File: src/rtl/fan_ctrl_if.sv
// fan_ctrl_if: bundle of the handshake and bus signals around fan_ctrl.
//   cfg_*  : configuration stream into the scheduler (valid/ready)
//   in_*   : data beat stream into the scheduler (valid/ready)
//   tree_* : registered issue-stage drive to fan_tree, plus its results
//   out_*  : registered result stream (valid/ready)
//   busy   : scheduler has queued or in-flight work
// Modports: slave = fan_ctrl side, master = environment side.
interface fan_ctrl_if #(
    parameter int N        = 8,
    parameter int DW_DATA  = 8,
    parameter int N_ADDERS = N - 1
);
    logic                            cfg_valid;
    logic                            cfg_ready;
    logic [N_ADDERS-1:0]             cfg_add_en;
    logic [N_ADDERS-1:0]             cfg_bypass_en;
    logic [6*N_ADDERS-1:0]           cfg_sel;
    logic [7:0]                      cfg_repeat;

    logic                            in_valid;
    logic                            in_ready;
    logic [DW_DATA*N-1:0]            in_data;
    logic [2*N-1:0]                  in_tag;

    logic [N_ADDERS-1:0]             tree_add_en;
    logic [N_ADDERS-1:0]             tree_bypass_en;
    logic [6*N_ADDERS-1:0]           tree_sel;
    logic [DW_DATA*N-1:0]            tree_in;
    logic [2*N-1:0]                  tree_edge_tag_in;
    logic [2*N_ADDERS-1:0]           tree_out_valid;
    logic [DW_DATA*2*N_ADDERS-1:0]   tree_out;

    logic                            out_valid;
    logic                            out_ready;
    logic [DW_DATA*2*N_ADDERS-1:0]   out_data;
    logic [2*N_ADDERS-1:0]           out_lane_valid;
    logic                            busy;

    modport slave (
        input  cfg_valid, cfg_add_en, cfg_bypass_en, cfg_sel, cfg_repeat,
        input  in_valid, in_data, in_tag,
        input  tree_out_valid, tree_out,
        input  out_ready,
        output cfg_ready, in_ready,
        output tree_add_en, tree_bypass_en, tree_sel, tree_in, tree_edge_tag_in,
        output out_valid, out_data, out_lane_valid, busy
    );

    modport master (
        output cfg_valid, cfg_add_en, cfg_bypass_en, cfg_sel, cfg_repeat,
        output in_valid, in_data, in_tag,
        output tree_out_valid, tree_out,
        output out_ready,
        input  cfg_ready, in_ready,
        input  tree_add_en, tree_bypass_en, tree_sel, tree_in, tree_edge_tag_in,
        input  out_valid, out_data, out_lane_valid, busy
    );
endinterface

File: src/rtl/fan_ctrl.sv
// fan_ctrl: configuration scheduler and two-stage pipeline wrapper for fan_tree.
// Configurations (each with a repeat count) queue in a small FIFO; the head is
// made active and bound to the next max(repeat,1) data beats. Each accepted beat
// is latched with a copy of its configuration in the issue stage (driving the
// tree), and the tree result is captured in the output stage.
// Ports:
//   clk   : clock, rising edge
//   rst_n : asynchronous active-low reset
//   flush : synchronous clear of all queued and in-flight work
//   bus   : fan_ctrl_if.slave (cfg_*, in_*, tree_*, out_*, busy)
//
// state  | meaning
// NOCFG  | no configuration active, data not accepted
// ACTIVE | configuration loaded, r_beats_left beats remain
module fan_ctrl #(
    parameter int N         = 8,
    parameter int DW_DATA   = 8,
    parameter int N_ADDERS  = N - 1,
    parameter int CFG_DEPTH = 4
) (
    input  logic      clk,
    input  logic      rst_n,
    input  logic      flush,
    fan_ctrl_if.slave bus
);
    localparam int PW   = $clog2(CFG_DEPTH);
    localparam int CNTW = PW + 1;

    typedef struct packed {
        logic [N_ADDERS-1:0]   add_en;
        logic [N_ADDERS-1:0]   bypass_en;
        logic [6*N_ADDERS-1:0] sel;
        logic [7:0]            rpt;
    } cfg_t;

    typedef enum logic {NOCFG = 1'b0, ACTIVE = 1'b1} state_t;

    state_t                        r_state, w_state_nxt;
    cfg_t                          r_fifo [CFG_DEPTH];
    logic [PW-1:0]                 r_wr_ptr, r_rd_ptr;
    logic [CNTW-1:0]               r_count;
    logic [N_ADDERS-1:0]           r_act_add, r_act_byp;
    logic [6*N_ADDERS-1:0]         r_act_sel;
    logic [7:0]                    r_beats_left;
    logic                          r_iss_valid;
    logic [N_ADDERS-1:0]           r_iss_add, r_iss_byp;
    logic [6*N_ADDERS-1:0]         r_iss_sel;
    logic [DW_DATA*N-1:0]          r_iss_data;
    logic [2*N-1:0]                r_iss_tag;
    logic                          r_out_valid;
    logic [DW_DATA*2*N_ADDERS-1:0] r_out_data;
    logic [2*N_ADDERS-1:0]         r_out_lane_valid;

    cfg_t w_cfg_in, w_head;
    logic w_cfg_ready, w_fifo_ne, w_push, w_pop;
    logic w_out_adv, w_iss_adv, w_in_ready, w_in_acc;

    assign w_cfg_in    = '{add_en: bus.cfg_add_en, bypass_en: bus.cfg_bypass_en,
                           sel: bus.cfg_sel, rpt: bus.cfg_repeat};
    assign w_head      = r_fifo[r_rd_ptr];
    // Ready depends on occupancy only: a same-cycle pop never opens a full FIFO.
    assign w_cfg_ready = (r_count != CNTW'(CFG_DEPTH));
    assign w_fifo_ne   = (r_count != '0);
    assign w_push      = bus.cfg_valid && w_cfg_ready && !flush;

    assign w_out_adv   = !r_out_valid || bus.out_ready;
    assign w_iss_adv   = r_iss_valid && w_out_adv;
    assign w_in_ready  = (r_state == ACTIVE) && (!r_iss_valid || w_iss_adv);
    assign w_in_acc    = bus.in_valid && w_in_ready && !flush;

    always_ff @(posedge clk or negedge rst_n) begin
        if (!rst_n) r_state <= NOCFG;
        else        r_state <= w_state_nxt;
    end

    // Pop doubles as "load active register"; retiring on the last beat pops
    // the next head in the same edge so there is no bubble between configs.
    always_comb begin
        w_state_nxt = r_state;
        w_pop       = 1'b0;
        case (r_state)
            NOCFG: begin
                if (w_fifo_ne) begin
                    w_pop       = 1'b1;
                    w_state_nxt = ACTIVE;
                end
            end
            ACTIVE: begin
                if (w_in_acc && (r_beats_left == 8'd1)) begin
                    if (w_fifo_ne) w_pop       = 1'b1;
                    else           w_state_nxt = NOCFG;
                end
            end
            default: w_state_nxt = NOCFG;
        endcase
        if (flush) begin
            w_state_nxt = NOCFG;
            w_pop       = 1'b0;
        end
    end

    always_ff @(posedge clk or negedge rst_n) begin
        if (!rst_n) begin
            for (int i = 0; i < CFG_DEPTH; i++) r_fifo[i] <= '0;
            r_wr_ptr <= '0;
            r_rd_ptr <= '0;
            r_count  <= '0;
        end else if (flush) begin
            r_wr_ptr <= '0;
            r_rd_ptr <= '0;
            r_count  <= '0;
        end else begin
            if (w_push) begin
                r_fifo[r_wr_ptr] <= w_cfg_in;
                r_wr_ptr         <= r_wr_ptr + PW'(1);
            end
            if (w_pop) r_rd_ptr <= r_rd_ptr + PW'(1);
            r_count <= r_count + CNTW'(w_push) - CNTW'(w_pop);
        end
    end

    always_ff @(posedge clk or negedge rst_n) begin
        if (!rst_n) begin
            r_act_add    <= '0;
            r_act_byp    <= '0;
            r_act_sel    <= '0;
            r_beats_left <= '0;
        end else if (!flush) begin
            if (w_pop) begin
                r_act_add    <= w_head.add_en;
                r_act_byp    <= w_head.bypass_en;
                r_act_sel    <= w_head.sel;
                r_beats_left <= (w_head.rpt == 8'd0) ? 8'd1 : w_head.rpt;
            end else if (w_in_acc) begin
                r_beats_left <= r_beats_left - 8'd1;
            end
        end
    end

    // Issue stage carries its own config copy so a retiring config never
    // changes what the tree sees for a beat already issued.
    always_ff @(posedge clk or negedge rst_n) begin
        if (!rst_n) begin
            r_iss_valid <= 1'b0;
            r_iss_add   <= '0;
            r_iss_byp   <= '0;
            r_iss_sel   <= '0;
            r_iss_data  <= '0;
            r_iss_tag   <= '0;
        end else if (flush) begin
            r_iss_valid <= 1'b0;
        end else if (w_in_acc) begin
            r_iss_valid <= 1'b1;
            r_iss_add   <= r_act_add;
            r_iss_byp   <= r_act_byp;
            r_iss_sel   <= r_act_sel;
            r_iss_data  <= bus.in_data;
            r_iss_tag   <= bus.in_tag;
        end else if (w_iss_adv) begin
            r_iss_valid <= 1'b0;
        end
    end

    always_ff @(posedge clk or negedge rst_n) begin
        if (!rst_n) begin
            r_out_valid      <= 1'b0;
            r_out_data       <= '0;
            r_out_lane_valid <= '0;
        end else if (flush) begin
            r_out_valid <= 1'b0;
        end else if (w_iss_adv) begin
            r_out_valid      <= 1'b1;
            r_out_data       <= bus.tree_out;
            r_out_lane_valid <= bus.tree_out_valid;
        end else if (bus.out_ready) begin
            r_out_valid <= 1'b0;
        end
    end

    assign bus.cfg_ready        = w_cfg_ready;
    assign bus.in_ready         = w_in_ready;
    assign bus.tree_add_en      = r_iss_add;
    assign bus.tree_bypass_en   = r_iss_byp;
    assign bus.tree_sel         = r_iss_sel;
    assign bus.tree_in          = r_iss_data;
    assign bus.tree_edge_tag_in = r_iss_tag;
    assign bus.out_valid        = r_out_valid;
    assign bus.out_data         = r_out_data;
    assign bus.out_lane_valid   = r_out_lane_valid;
    assign bus.busy             = w_fifo_ne || (r_state == ACTIVE) || r_iss_valid || r_out_valid;
endmodule

File: src/flat_wrapper.sv
// flat-port wrapper written by rule: the top's interface ports become plain ports
module fan_ctrl_flat 
#(
    parameter int N         = 8,
    parameter int DW_DATA   = 8,
    parameter int N_ADDERS  = N - 1,
    parameter int CFG_DEPTH = 4
)
  (clk, rst_n, flush, bus_cfg_valid, bus_cfg_add_en, bus_cfg_bypass_en, bus_cfg_sel, bus_cfg_repeat, bus_in_valid, bus_in_data, bus_in_tag, bus_tree_out_valid, bus_tree_out, bus_out_ready, bus_cfg_ready, bus_in_ready, bus_tree_add_en, bus_tree_bypass_en, bus_tree_sel, bus_tree_in, bus_tree_edge_tag_in, bus_out_valid, bus_out_data, bus_out_lane_valid, bus_busy);
  fan_ctrl_if #(.N(N), .DW_DATA(DW_DATA), .N_ADDERS(N_ADDERS)) bus_i ();
  input  logic clk;
  input  logic rst_n;
  input  logic flush;
  input wire logic [$bits(bus_i.cfg_valid)-1:0] bus_cfg_valid;
  input wire logic [$bits(bus_i.cfg_add_en)-1:0] bus_cfg_add_en;
  input wire logic [$bits(bus_i.cfg_bypass_en)-1:0] bus_cfg_bypass_en;
  input wire logic [$bits(bus_i.cfg_sel)-1:0] bus_cfg_sel;
  input wire logic [$bits(bus_i.cfg_repeat)-1:0] bus_cfg_repeat;
  input wire logic [$bits(bus_i.in_valid)-1:0] bus_in_valid;
  input wire logic [$bits(bus_i.in_data)-1:0] bus_in_data;
  input wire logic [$bits(bus_i.in_tag)-1:0] bus_in_tag;
  input wire logic [$bits(bus_i.tree_out_valid)-1:0] bus_tree_out_valid;
  input wire logic [$bits(bus_i.tree_out)-1:0] bus_tree_out;
  input wire logic [$bits(bus_i.out_ready)-1:0] bus_out_ready;
  output wire logic [$bits(bus_i.cfg_ready)-1:0] bus_cfg_ready;
  output wire logic [$bits(bus_i.in_ready)-1:0] bus_in_ready;
  output wire logic [$bits(bus_i.tree_add_en)-1:0] bus_tree_add_en;
  output wire logic [$bits(bus_i.tree_bypass_en)-1:0] bus_tree_bypass_en;
  output wire logic [$bits(bus_i.tree_sel)-1:0] bus_tree_sel;
  output wire logic [$bits(bus_i.tree_in)-1:0] bus_tree_in;
  output wire logic [$bits(bus_i.tree_edge_tag_in)-1:0] bus_tree_edge_tag_in;
  output wire logic [$bits(bus_i.out_valid)-1:0] bus_out_valid;
  output wire logic [$bits(bus_i.out_data)-1:0] bus_out_data;
  output wire logic [$bits(bus_i.out_lane_valid)-1:0] bus_out_lane_valid;
  output wire logic [$bits(bus_i.busy)-1:0] bus_busy;
  assign bus_i.cfg_valid = bus_cfg_valid;
  assign bus_i.cfg_add_en = bus_cfg_add_en;
  assign bus_i.cfg_bypass_en = bus_cfg_bypass_en;
  assign bus_i.cfg_sel = bus_cfg_sel;
  assign bus_i.cfg_repeat = bus_cfg_repeat;
  assign bus_i.in_valid = bus_in_valid;
  assign bus_i.in_data = bus_in_data;
  assign bus_i.in_tag = bus_in_tag;
  assign bus_i.tree_out_valid = bus_tree_out_valid;
  assign bus_i.tree_out = bus_tree_out;
  assign bus_i.out_ready = bus_out_ready;
  assign bus_cfg_ready = bus_i.cfg_ready;
  assign bus_in_ready = bus_i.in_ready;
  assign bus_tree_add_en = bus_i.tree_add_en;
  assign bus_tree_bypass_en = bus_i.tree_bypass_en;
  assign bus_tree_sel = bus_i.tree_sel;
  assign bus_tree_in = bus_i.tree_in;
  assign bus_tree_edge_tag_in = bus_i.tree_edge_tag_in;
  assign bus_out_valid = bus_i.out_valid;
  assign bus_out_data = bus_i.out_data;
  assign bus_out_lane_valid = bus_i.out_lane_valid;
  assign bus_busy = bus_i.busy;
  fan_ctrl #(.N(N), .DW_DATA(DW_DATA), .N_ADDERS(N_ADDERS), .CFG_DEPTH(CFG_DEPTH)) u_core (.clk(clk), .rst_n(rst_n), .flush(flush), .bus(bus_i));
endmodule
File: config.mk
export PLATFORM = sky130hd
export DESIGN_NAME = fan_ctrl_flat
export DESIGN_NICKNAME = d
export VERILOG_FILES = /design/src/rtl/fan_ctrl_if.sv /design/src/rtl/fan_ctrl.sv /design/src/flat_wrapper.sv
export SDC_FILE = /design/constraint.sdc
export NUM_CORES = 1
export LEC_CHECK = 0
export BUFFER_PORTS_ARGS = -buffer_cell sky130_fd_sc_hd__buf_4
export CORE_ASPECT_RATIO = 0.8
export CORE_MARGIN = 2
export CORE_UTILIZATION = 25
export CTS_CLUSTER_DIAMETER = 30
export DETAILED_ROUTE_END_ITERATION = 6
export SETUP_SLACK_MARGIN = 0.2
export SLEW_MARGIN = 10
export SYNTH_ARGS = -nofsm -noshare
export SYNTH_HDL_FRONTEND = slang
export SYNTH_SLANG_ARGS = --single-unit
export TNS_END_PERCENT = 30
File: constraint.sdc
create_clock -name clk -period 4.15 [get_ports clk]
set_input_delay 0.2075 -clock clk [delete_from_list [all_inputs] [get_ports clk]]
set_output_delay 0.2075 -clock clk [all_outputs]
set_load 0.02 [all_outputs]
==> qor.yml, run 1 <==
run_status:
  status: "complete, no violations"
power:
  switchingPower_mw: 9.30
  power.share.clock: 0.360
  power_frac_seq: 0.334
  ir_drop_v: 0.000457
  p_sw_frac: 0.310
  combPwrFrac: 0.306
  p_leak_nw: 17.6
  pwr_density_cell_nw_per_um2: 806
  p_int_mw: 20.7
floorplan:
  die_w_um: 352
  io_pins: 542
  placementRows: 102
  die_area_um2: 99400
  core_um2: 96400
  die_h_um: 282
  initial_utilization: 0.251
setup_path:
  cp.required_ns: 4.74
  arrival_ns: 3.82
  critPathMaxFanout: 38
  crit_type: "reg -> reg"
  crit_path_start_kind: "flop"
  worstSetupEndpointType: "flop"
placement:
  dp_slack_ns: 0.908
  gp_congestion: 0.762
  port_buffers: 541
  dpl-instance-area_um2: 29700
  place_hpwl_um: 41000
  dp_cells: 3470
routing:
  vias: 16800
  drtIter0Drc: 857
  routedWlPerCell_um: 17.0
  route.detailed.drc: 0
  via_per_inst: 4.21
  drtAntennaViolNets: 0
  drt_wl_total_um: 67900
  first_pass_iters: 5
sta:
  relSlewSlack: 0.445
  finalMaxSlewViolations: 0
  setup_violations: 0
  setup_ws_ns: 0.921
  fin_crit_ns: 3.23
  final.setup.tns_ns: 0
  hold_slack_ns: 0.115
  hold_violations: 0
  fmax_ghz: 0.310
  skew_ns: 0.0196
  worst-slew-pin-transition_ns: 0.833
  rsz0062_at_grt: "no"
  fin_crit_sh: 0.778
cts:
  clk_latency_ns: 0.72
  htreeDepth: 4
  root_buffer: "clkbuf_16"
  path_clk_slew_ns: 0.05
  clockBufferDepth: 3
  clock-sinks: 592
  cts_tree: "built"
  cts_made_buffers: 136
hold_path:
  hold_class: "in -> async"
synthesis:
  synth_nets: 1981
  yosys.area.top_type: "dfrtp_1"
  async_reset_ff_frac: 1.00
  yosys.area.top_type_share: 0.612
  synth_edf_count: 0
  yosysUniqueCellTypes: 51
  synthCells: 1696
  netlist_area_um2: 24200
  ys_warn_count: 0
  synthTopCellsByArea: "dfrtp_1 (61%), mux2_2 (16%), nand2_1 (6.4%)"
  avgSynthCellArea_um2: 14.3
  ys_seq_area_frac: 0.612
  synth-seq-cells: 592
  synthFlopType: "dfrtp_1"
layout:
  final_cells: 3993
  stdcell_area_um2: 37200
  drive_above_1_share: 0.472
  area_delta_synth_final_pct: 53.6
  fin_nets: 2868
global_route:
  grt_max_degree: 121
  overflow: 0
  grt_pass1_vias: 18300
  grtUsageTotal: 0.135
  grt_pass1_wl_um: 105000
  antenna_found_initial: 6
job:
  drv_cap: 0
[critical path, stage by stage (launching register included)]
cell	delay [ns]
dfrtp_1	0.41
inv_1	0.10
ha_1	0.14
or4b_4	0.50
o41ai_4	0.43
nand2_4	0.14
clkinv_8	0.23
buf_4	0.67
mux2_2	0.41
[final timing paths]
kind	startpoint	end	slack, ns	depth (start not counted)
worst max register to register	u_core.r_beats_left[1]	u_core.r_act_byp[6]	0.92	8
worst max-delay path	u_core.r_beats_left[1]	u_core.r_act_byp[6]	0.92	8
min in group clk	bus_in_data[63]	u_core.bus.tree_in[63]	0.23	4
worst min register to register	u_core.r_act_sel[40]	u_core.bus.tree_sel[40]	0.47	2
max in group asynchronous	rst_n	u_core.r_fifo[163]	2.91	3
worst min-delay path	rst_n	u_core.r_fifo[246]	0.11	2
[per-stage QoR]
| stage | power (mW) | util |
|---|---|---|
| 2_1_floorplan | 15.5 | - |
| 3_3_place_gp | 18.9 | 0.309 |
| 3_5_place_dp | 19.1 | 0.309 |
| 4_1_cts | 30.4 | 0.386 |
| 5_1_grt | 31.6 | 0.386 |
| 6_report | 30.0 | 0.386 |
[routing by layer]
layer | routed length (µm) | GRT usage | share of wire
met1 | 29100 | 0.167 | 0.43
met2 | 33500 | 0.218 | 0.49
met3 | 3320 | 0.0388 | 0.049
met4 | 1950 | 0.0599 | 0.029
met5 | 38 | 0 | 0.00056
[cell families (layout without fill, tap and decap cells)]
kind of cell | Yosys count | after routing | share of synthesized area
buffers and inverters | 102 | 1096 | 0.0251
AO/OA/AOI/OAI | 27 | 27 | 0.00930
other | 0 | 3 | 0
AND/OR/NAND/NOR | 460 | 460 | 0.0766
multiplexers | 503 | 503 | 0.271
flip-flops | 592 | 592 | 0.612
XOR/XNOR | 3 | 3 | 0.00108
adder cells (fa/ha/maj) | 9 | 9 | 0.00496
[Yosys cell counts (2+ instances only)]
cell type / count
a31o_1: 3
mux2_2: 343
buf_4: 26
nand3_1: 3
xnor2_1: 2
buf_1: 5
buf_2: 18
inv_1: 8
dfrtp_1: 592
clkbuf_1: 38
a21oi_1: 6
ha_1: 8
nor3_1: 7
o31ai_1: 2
nand2_1: 411
mux4_2: 64
and3b_1: 2
mux2_1: 46
o21ai_0: 3
buf_12: 5
nand2_2: 4
nor2b_1: 3
nor2_1: 8
or3_1: 3
or4_1: 2
nor4_1: 5
mux2_4: 50
nand3b_1: 2
a221o_1: 5
[flip-flops by register name (all words and copies together) (netlist names), 2 cells and up]
| name | count |
|---|---|
| u_core.bus.tree_add_en | 7 |
| u_core.bus.tree_sel | 42 |
| u_core.r_beats_left | 8 |
| u_core.bus.out_data | 112 |
| u_core.bus.tree_edge_tag_in | 16 |
| u_core.bus.tree_bypass_en | 7 |
| u_core.r_count | 3 |
| u_core.r_act_sel | 42 |
| u_core.r_wr_ptr | 2 |
| u_core.r_act_byp | 7 |
| u_core.r_act_add | 7 |
| u_core.r_rd_ptr | 2 |
| u_core.bus.tree_in | 64 |
| u_core.bus.out_lane_valid | 14 |
| u_core.r_fifo | 256 |
[cells in the final DEF, fill, tap and decap left out, types with 13 or more instances in the layout]
master           n
clkinv_2        24
mux2_2         343
buf_4          554
bufinv_16       13
clkbuf_8        22
clkbuf_16      139
dlygate4sd3_1  275
mux2_4          50
clkbuf_1        17
nand2_1        411
mux2_1          46
dfrtp_1        590
mux4_2          64
[repair_timing]
item,CTS,global route
gates resized for setup,0,0
hold buffers,275,0
hold endpoints to repair,546,0
buffers inserted,0,0
[final cells by class]
type / count / area (µm²)
Tap cell: 1300 / 1630
Multi-Input combinational cell: 1002 / 8840
Timing Repair Buffer: 842 / 7170
Fill cell: 9035 / 59200
Antenna cell: 3 / 7.51
Inverter: 9 / 46.3
Sequential cell: 592 / 14800
Clock buffer: 178 / 3840
Clock inverter: 67 / 851
[power groups by stage]
| stage | sequential [mW] | clock (mW) | combinational, mW |
|---|---|---|---|
| finish | 10.0 | 10.8 | 9.18 |
| global route | 10.4 | 11.4 | 9.85 |
| CTS | 10.0 | 11.1 | 9.30 |
| detailed placement | 10.0 | 0 | 9.05 |
| global placement | 10.0 | 0 | 8.90 |
| floorplan | 11.2 | 0 | 4.30 |
No activity file was read; power rests on OpenSTA's default activity.
==> run 2: changes to the inputs <==
clock period = 3 ns   (was 4.15 ns; I/O delays follow)
==> qor.yml, run 2 (synthesized netlist as in run 1, its figures left out) <==
floorplan:
  die_h_um: 282  # unchanged
  initial_utilization: 0.251  # unchanged
  io_pins: 542  # unchanged
  die_area_um2: 99400  # unchanged
  placementRows: 102  # unchanged
  core_um2: 96400  # unchanged
  die_w_um: 352  # unchanged
routing:
  drtIter0Drc: 869  # was 857
  first_pass_iters: 4  # was 5
  drtAntennaViolNets: 0  # unchanged
  drt_wl_total_um: 69700  # was 67900 µm
  routedWlPerCell_um: 17.3  # was 17.0 µm
  via_per_inst: 4.18  # was 4.21
  vias: 16800  # about the same
  route.detailed.drc: 0  # unchanged
setup_path:
  slowest_delay_ns: 0.48  # was 0.67 ns
  rr_worst_depth: 13  # was 8
  crit_path_start_kind: "flop"  # unchanged
  cp.required_ns: 3.63  # was 4.74 ns
  path_cells: "inv_2, ha_4, or4b_4, o41ai_4, nand2_4, clkinv_8, ha_4, inv_2, ha_4, inv_2, fa_2, xnor2_2, nor2_1"  # was inv_1, ha_1, or4b_4, o41ai_4, nand2_4, clkinv_8, buf_4, mux2_2
  critPathMaxFanout: 2  # was 38
  slowest_stage: "or4b_4"  # was buf_4
  arrival_ns: 3.37  # was 3.82 ns
  crit_type: "reg -> reg"  # unchanged
  worstSetupEndpointType: "flop"  # unchanged
cts:
  cts_made_buffers: 137  # was 136
  root_buffer: "clkbuf_16"  # unchanged
  htreeDepth: 4  # unchanged
  clk_latency_ns: 0.73  # was 0.72 ns
  cts_tree: "built"  # unchanged
  clockBufferDepth: 3  # unchanged
  path_clk_slew_ns: 0.04  # was 0.05 ns
  clock-sinks: 592  # unchanged
layout:
  ff_latch_area_um2: 14800  # unchanged
  area_delta_synth_final_pct: 56.0  # was 53.6%
  largest_register: "u_core.r_fifo"  # unchanged
  fin_nets: 2899  # was 2868
  largest_reg_flops: 256  # unchanged
  final_common_cell: "dfrtp_1"  # unchanged
  drive_above_1_share: 0.481  # was 0.472
  multiInputGateArea_um2: 8890  # was 8840 µm²
  post-route-util: 0.392  # was 0.386
  fill_cells: 8976  # was 9035
  final_cell_mix: "dfrtp_1 (590), buf_4 (573), nand2_1 (411)"  # was dfrtp_1 (590), buf_4 (554), nand2_1 (411)
placement:
  gp_congestion: 0.759  # was 0.762
  dp_slack_ns: 0.240  # was 0.908 ns
  port_buffers: 541  # unchanged
  place_hpwl_um: 44200  # was 41000 µm
power:
  ir_drop_v: 0.000583  # was 0.000457 V
  p_leak_nw: 17.8  # was 17.6 nW
  pwr_density_cell_nw_per_um2: 1120  # was 806 nW/µm²
sta:
  hold_violations: 0  # unchanged
  relSlewSlack: 0.492  # was 0.445
  rsz0062_at_grt: "yes"  # was no
  setup_violations: 0  # unchanged
  final.setup.tns_ns: 0  # unchanged
  fmax_ghz: 0.364  # was 0.310 GHz
  hold_slack_ns: 0.0485  # was 0.115 ns
  fin_crit_ns: 2.74  # was 3.23 ns
  skew_ns: 0.0362  # was 0.0196 ns
  worst-slew-pin-transition_ns: 0.762  # was 0.833 ns
  fin_crit_sh: 0.915  # was 0.778
  finalMaxSlewViolations: 0  # unchanged
  setup_ws_ns: 0.256  # was 0.921 ns
global_route:
  overflow: 0  # unchanged
  grt_max_degree: 104  # was 121
  grt_pass1_wl_um: 108000  # was 105000 µm
  grtUsageTotal: 0.138  # was 0.135
  antenna_found_initial: 6  # unchanged
  grt_pass1_vias: 18300  # about the same
job:
  drv_cap: 0  # unchanged
hold_path:
  hold_class: "in -> async"  # unchanged
run_status:
  status: "complete, no violations"  # unchanged
==> run 2: cell types whose count changed in the layout (fill, tap and decap cells not counted), sizes merged <==
cell	change
clkbuf	+7
inv	-3
buf	+29
bufinv	+1
clkinvlp	+3
dlygate4sd3	+1
==> run 2: timing repair <==
item,4_1_cts,5_1_grt
resized for setup,0,10
hold endpoints to repair,758,0
buffers inserted,0,5
endpoints found under the setup margin,0,2
hold buffers,276,0
==> run 2: worst paths after layout <==
path / startpoint / endpoint / slack [ns]
worst min register to register: u_core.r_act_sel[16] / u_core.bus.tree_sel[16] / 0.47
worst min-delay path: rst_n / u_core.r_fifo[200] / 0.05
min in group clk: bus_in_data[2] / u_core.bus.tree_in[2] / 0.17
worst max-delay path: u_core.r_beats_left[1] / u_core.r_count[2] / 0.26
max in group asynchronous: rst_n / u_core.r_fifo[190] / 1.93
worst max register to register: u_core.r_beats_left[1] / u_core.r_count[2] / 0.26
==> run 2: area by class of cell <==
class,instances,share of cell area
sequential,592,0.392
multi-input combinational,1002,0.235
timing repair buffer,872,0.199
clock buffer,185,0.103
tap,1300,0.0431
clock inverter,68,0.0257
inverter,9,0.00123
antenna,3,0.000199
==> run 2: stage by stage <==
step	instance area (µm²)	power [mW]	std cells
floorplan	24200	21.4	1696
global placement	30100	26.3	3494
detailed placement	30100	26.6	3494
CTS	37700	42.6	4023
global route	37800	44.4	4030
finish	37800	42.2	4031
==> run 2: worst max-delay path: cells and delay by family, from the launching register on <==
family | cells | cell delay [ns]
adder cells (fa/ha/maj) | 4 | 0.81
buffers and inverters | 4 | 0.24
AO/OA/AOI/OAI | 1 | 0.39
AND/OR/NAND/NOR | 3 | 0.71
XOR/XNOR | 1 | 0.14
flip-flops | 1 | 0.38
==> run 2: per-layer routing <==
metal / up-vias / track usage / routed length, µm
met4: 4 / 0.0544 / 1540
met1: 8479 / 0.176 / 30000
met2: 458 / 0.219 / 33800
met5: - / 0 / 26
met3: 127 / 0.0442 / 4340
li1: 7767 / - / -
==> run 2: power by group <==
part	internal [mW]	switching [mW]
clock network	10.4	4.97
logic	6.90	6.01
registers	11.7	2.22
